### config.mk
export PLATFORM = sky130hd
export DESIGN_NAME = reg_fault_monitor
export DESIGN_NICKNAME = d
export VERILOG_FILES = /design/src/rtl/reg_fault_monitor.sv
export SDC_FILE = /design/constraint.sdc
export NUM_CORES = 1
export LEC_CHECK = 0
export ABC_AREA = 0
export BUFFER_PORTS_ARGS = -buffer_cell sky130_fd_sc_hd__clkbuf_2
export CAP_MARGIN = 20
export CORE_MARGIN = 5
export CORE_UTILIZATION = 36
export DETAILED_ROUTE_END_ITERATION = 8
export PLACE_DENSITY = 0.58
export SYNTH_ARGS = -nofsm -noshare
export SYNTH_HDL_FRONTEND = slang
export SYNTH_SLANG_ARGS = --single-unit
### constraint.sdc
create_clock -name clk -period 3.8 [get_ports clk]
set_input_delay 0.57 -clock clk [delete_from_list [all_inputs] [get_ports clk]]
set_output_delay 0.57 -clock clk [all_outputs]
set_load 0.005 [all_outputs]
### src/rtl/reg_fault_monitor.sv
// rtl/reg_fault_monitor.sv - sticky register-upset monitor with baseline snapshot and event counter
// Optional FAULT_TIMESTAMP_EN adds first_ts, the ARMED-cycle index of the first fault event.
module reg_fault_monitor #(
    parameter int N_REGS = 8,
    parameter int CNT_W  = 16
) (
    input  logic              clk,
    input  logic              rst,
    input  logic              arm,
    input  logic              stop,
    input  logic [N_REGS-1:0] regs_in,
    output logic              busy,
    output logic [N_REGS-1:0] fault_map,
    output logic [CNT_W-1:0]  fault_count,
    output logic              fault_valid,
    input  logic              fault_ready
`ifdef FAULT_TIMESTAMP_EN
    ,
    output logic [31:0]       first_ts
`endif
);

    typedef enum logic [1:0] {
        IDLE   = 2'd0,
        SNAP   = 2'd1,
        ARMED  = 2'd2,
        REPORT = 2'd3
    } state_t;

    state_t            state_q, state_d;
    logic [N_REGS-1:0] base_q, base_d;
    logic [N_REGS-1:0] map_q, map_d;
    logic [CNT_W-1:0]  cnt_q, cnt_d;
    logic              prev_nz_q, prev_nz_d;
    logic [N_REGS-1:0] diff;
    logic              diff_nz;
    logic              fault_event;

`ifdef FAULT_TIMESTAMP_EN
    logic [31:0] ts_q, ts_d;
    logic [31:0] first_ts_q, first_ts_d;
`endif

    assign diff        = regs_in ^ base_q;
    assign diff_nz     = |diff;
    assign fault_event = diff_nz && !prev_nz_q;

    always_comb begin
        state_d   = state_q;
        base_d    = base_q;
        map_d     = map_q;
        cnt_d     = cnt_q;
        prev_nz_d = prev_nz_q;
`ifdef FAULT_TIMESTAMP_EN
        ts_d       = ts_q;
        first_ts_d = first_ts_q;
`endif
        case (state_q)
            IDLE: begin
                if (arm) state_d = SNAP;
            end
            SNAP: begin
                base_d    = regs_in;
                map_d     = '0;
                cnt_d     = '0;
                prev_nz_d = 1'b0;
`ifdef FAULT_TIMESTAMP_EN
                ts_d       = '0;
                first_ts_d = '1;
`endif
                state_d   = ARMED;
            end
            ARMED: begin
                map_d     = map_q | diff;
                prev_nz_d = diff_nz;
                if (fault_event && (cnt_q != {CNT_W{1'b1}})) cnt_d = cnt_q + 1'b1;
`ifdef FAULT_TIMESTAMP_EN
                if (ts_q != 32'hFFFF_FFFF) ts_d = ts_q + 32'd1;
                // Count is still zero only before the first event of the window.
                if (fault_event && (cnt_q == '0)) first_ts_d = ts_q;
`endif
                if (stop) state_d = REPORT;
            end
            REPORT: begin
                if (fault_ready) state_d = IDLE;
            end
            default: state_d = IDLE;
        endcase
    end

    always_ff @(posedge clk) begin
        if (rst) begin
            state_q   <= IDLE;
            base_q    <= '0;
            map_q     <= '0;
            cnt_q     <= '0;
            prev_nz_q <= 1'b0;
        end else begin
            state_q   <= state_d;
            base_q    <= base_d;
            map_q     <= map_d;
            cnt_q     <= cnt_d;
            prev_nz_q <= prev_nz_d;
        end
    end

`ifdef FAULT_TIMESTAMP_EN
    always_ff @(posedge clk) begin
        if (rst) begin
            ts_q       <= '0;
            first_ts_q <= '0;
        end else begin
            ts_q       <= ts_d;
            first_ts_q <= first_ts_d;
        end
    end

    assign first_ts = first_ts_q;
`endif

    assign busy        = (state_q == SNAP) || (state_q == ARMED);
    assign fault_valid = (state_q == REPORT);
    assign fault_map   = map_q;
    assign fault_count = cnt_q;

endmodule

==> impl_metrics.toml <==
[synth]
seq_area_frac_synth_pct = 41.3
netlist-cell-type-count = 39
ys_seq_elements = 35
yosysWarnings = 0
synth_area_sq_mm = 0.00170
syn_area_per_cell_sq_um = 8.89
synthesis.nets = 210
netlist_instances = 191

[cts]
numCtsBuffers = 5
cts_sinks = 35
cts-root-buf = "clkbuf_8"
htreeDepth = 2
tritoncts = "done"
clock_latency_ps = 290
cts_buffer_depth = 2
postCtsHoldBufs = 0
cts_setup_buffers = 0
clkTransAtPathRegs_ps = 70
cts_resized = 0

[cells_and_area]
mostFrequentLayoutCell = "clkbuf_2"
num-fill-cells = 484
n_antenna_cell = 0
final_core_util_pct = 44.2
finalNonFillerCells = 284
final_cell_mix = "38 x clkbuf_2, 35 x dfxtp_1, 24 x nor2_1, 15 x a31oi_1, 14 x a21oi_1"
final_nets = 248
area_growth_pct = 21.4
drive_above_1_share_pct = 24.8

[critical_path]
crit_path_end_kind = "flip-flop"
rrSetupSlack_ps = 1350
cp.required_ps = 3940
criticalPathCategory = "flip-flop to flip-flop"
cp.arrival_ps = 2600
crit_fanout = 17
critPathLaunchType = "flip-flop"

[power]
p_leak_nw = 0.886
comb_power_share_pct = 29.7
intPower_mw = 0.842
p_clk_share_pct = 32.5
peakVddDrop_uv = 312
seqPwrFrac_pct = 37.9
power_density_mw_per_mm2 = 603
switching_share_pct = 32.2
switchingPower_mw = 0.401

[timing]
worst_pin_slew_ps = 691
slew_viol_final = 0
max_slew_margin_pct = 53.9
skew_ps = 4.88
setup_tns_ps = 0
hold_violations = 0
period_share_pct = 64.6
fmax_ghz = 0.408
setup_viol_count_final = 0
finalHoldWorstSlack_ps = 468
fin_crit_ps = 2450
rsz0062_at_grt = "false"
layout_setup_ws_ps = 1350

[floorplan]
die_h_microns = 78.7
die-area_sq_mm = 0.00619
initial_core_util_pct = 36.4
die_x_microns = 78.7
row_count = 25
io-pin-count = 39
core_sq_mm = 0.00466

[place]
dp_worst_setup_slack_ps = 1380
portBuffers = 38
place_congestion = 0.791
dpl.cell_count = 276
hpwl_microns = 2800

[job]
maxCapViolations = 0

[global_routing]
grt_pass1_vias = 1363
grt_first_pass_wirelength_microns = 6570
antenna_found_initial = 0
track_usage_pct = 13.3
grt_max_degree = 18
overflow = 0

[detailed_routing]
wl_microns = 3910
num_vias = 1495
postRouteAntennaNets = 0
drt_iter0_drc = 54
drtPass1Iterations = 4
wire_per_inst_microns = 13.8
vias_per_cell = 5.26
drc = 0

[worst_hold_path]
hp-class = "flip-flop to flip-flop"

[run_status]
status = "finished, final reports clean"
[routing by layer]
metal / wire length [microns] / vias to the layer above / track usage [%] / part of all wire [%]
met1: 1980 / 696 / 17.7 / 51
met2: 1700 / 32 / 20.1 / 43
met5: 0 / - / 0 / 0
met4: 56 / 0 / 5.24 / 1.4
met3: 175 / 5 / 4.01 / 4.5
li1: - / 762 / - / -
[power groups by stage]
stage          Combinational [mW]  Sequential, mW  Clock, mW
5_1_grt                     0.410           0.480      0.432
6_report                    0.368           0.471      0.403
3_3_place_gp                0.372           0.478          0
2_1_floorplan               0.265           0.479          0
4_1_cts                     0.372           0.471      0.412
3_5_place_dp                0.371           0.480          0
[worst max-delay path: stages, from the launching register on]
cell and delay (ps):
dfxtp_1 350, ha_1 250, and3_1 210, and3_1 210, a31oi_4 410, a311o_1 700, a31oi_1 170
[Yosys cell counts, drive strengths merged]
| cell type | number | area (sq um) |
|---|---|---|
| nand2 | 10 | 37.5 |
| nor3b | 1 | 7.51 |
| xor2 | 8 | 70.1 |
| o21a | 2 | 15.0 |
| mux2i | 9 | 90.1 |
| a21o | 2 | 15.0 |
| a311o | 1 | 10.0 |
| a211oi | 1 | 7.51 |
| nand4 | 3 | 25.0 |
| dfxtp | 35 | 701 |
| nand3 | 4 | 20.0 |
| clkbuf | 6 | 22.5 |
| nor4 | 2 | 12.5 |
| nor2b | 2 | 12.5 |
| a31oi | 19 | 153 |
| and2 | 2 | 12.5 |
| or2 | 2 | 12.5 |
| o21ai | 7 | 35.0 |
| nand2b | 2 | 12.5 |
| and3 | 4 | 25.0 |
| inv | 11 | 41.3 |
| nor4b | 1 | 15.0 |
| a221oi | 1 | 8.76 |
| nor3 | 1 | 5.00 |
| and4 | 2 | 20.0 |
| a41oi | 4 | 35.0 |
| ha | 6 | 75.1 |
| nor2 | 25 | 96.4 |
| buf | 2 | 16.3 |
| a22oi | 1 | 7.51 |
| mux2 | 1 | 11.3 |
| a21oi | 14 | 70.1 |
[registers in the layout, indices dropped and copies added (netlist names)]
signal / flops
fault_map: 8
base_q: 8
prev_nz_q: 1
state_q: 2
fault_count: 16
[cell families (layout without fill, tap and decap cells)]
logic type,count (synthesis),in the layout,share of synthesized area [%]
buffers and inverters,19,58,4.72
AO/OA/AOI/OAI,52,52,21.0
flip-flops,35,35,41.3
adder cells (fa/ha/maj),6,6,4.42
XOR/XNOR,8,8,4.13
AND/OR/NAND/NOR,61,61,18.5
multiplexers,10,10,5.97
[cell type report]
| type | count | area (sq um) | area share [%] |
|---|---|---|---|
| flip-flops and latches | 35 | 701 | 34.0 |
| clock buffers | 5 | 68.8 | 3.34 |
| inverters | 11 | 41.3 | 2.00 |
| repair buffers | 39 | 198 | 9.59 |
| clock inverters | 3 | 67.6 | 3.28 |
| multi-input cells | 137 | 917 | 44.5 |
| well taps | 54 | 67.6 | 3.28 |
[path summary, 6_finish.rpt]
| kind | from | end | cells after the start |
|---|---|---|---|
| worst max-delay path | fault_count[0] | fault_count[14] | 6 |
| worst min-delay path | fault_map[7] | fault_map[7] | 2 |
| worst max register to register | fault_count[0] | fault_count[14] | 6 |
| worst min register to register | fault_map[7] | fault_map[7] | 2 |
[stage by stage]
step / power, mW / area (sq um)
final: 1.24 / 2060
after global routing: 1.32 / 2060
after CTS: 1.26 / 2060
after detailed placement: 0.850 / 1920
after global placement: 0.850 / 1920
after floorplan: 0.744 / 1700
No activity file was read; power rests on OpenSTA's default activity.
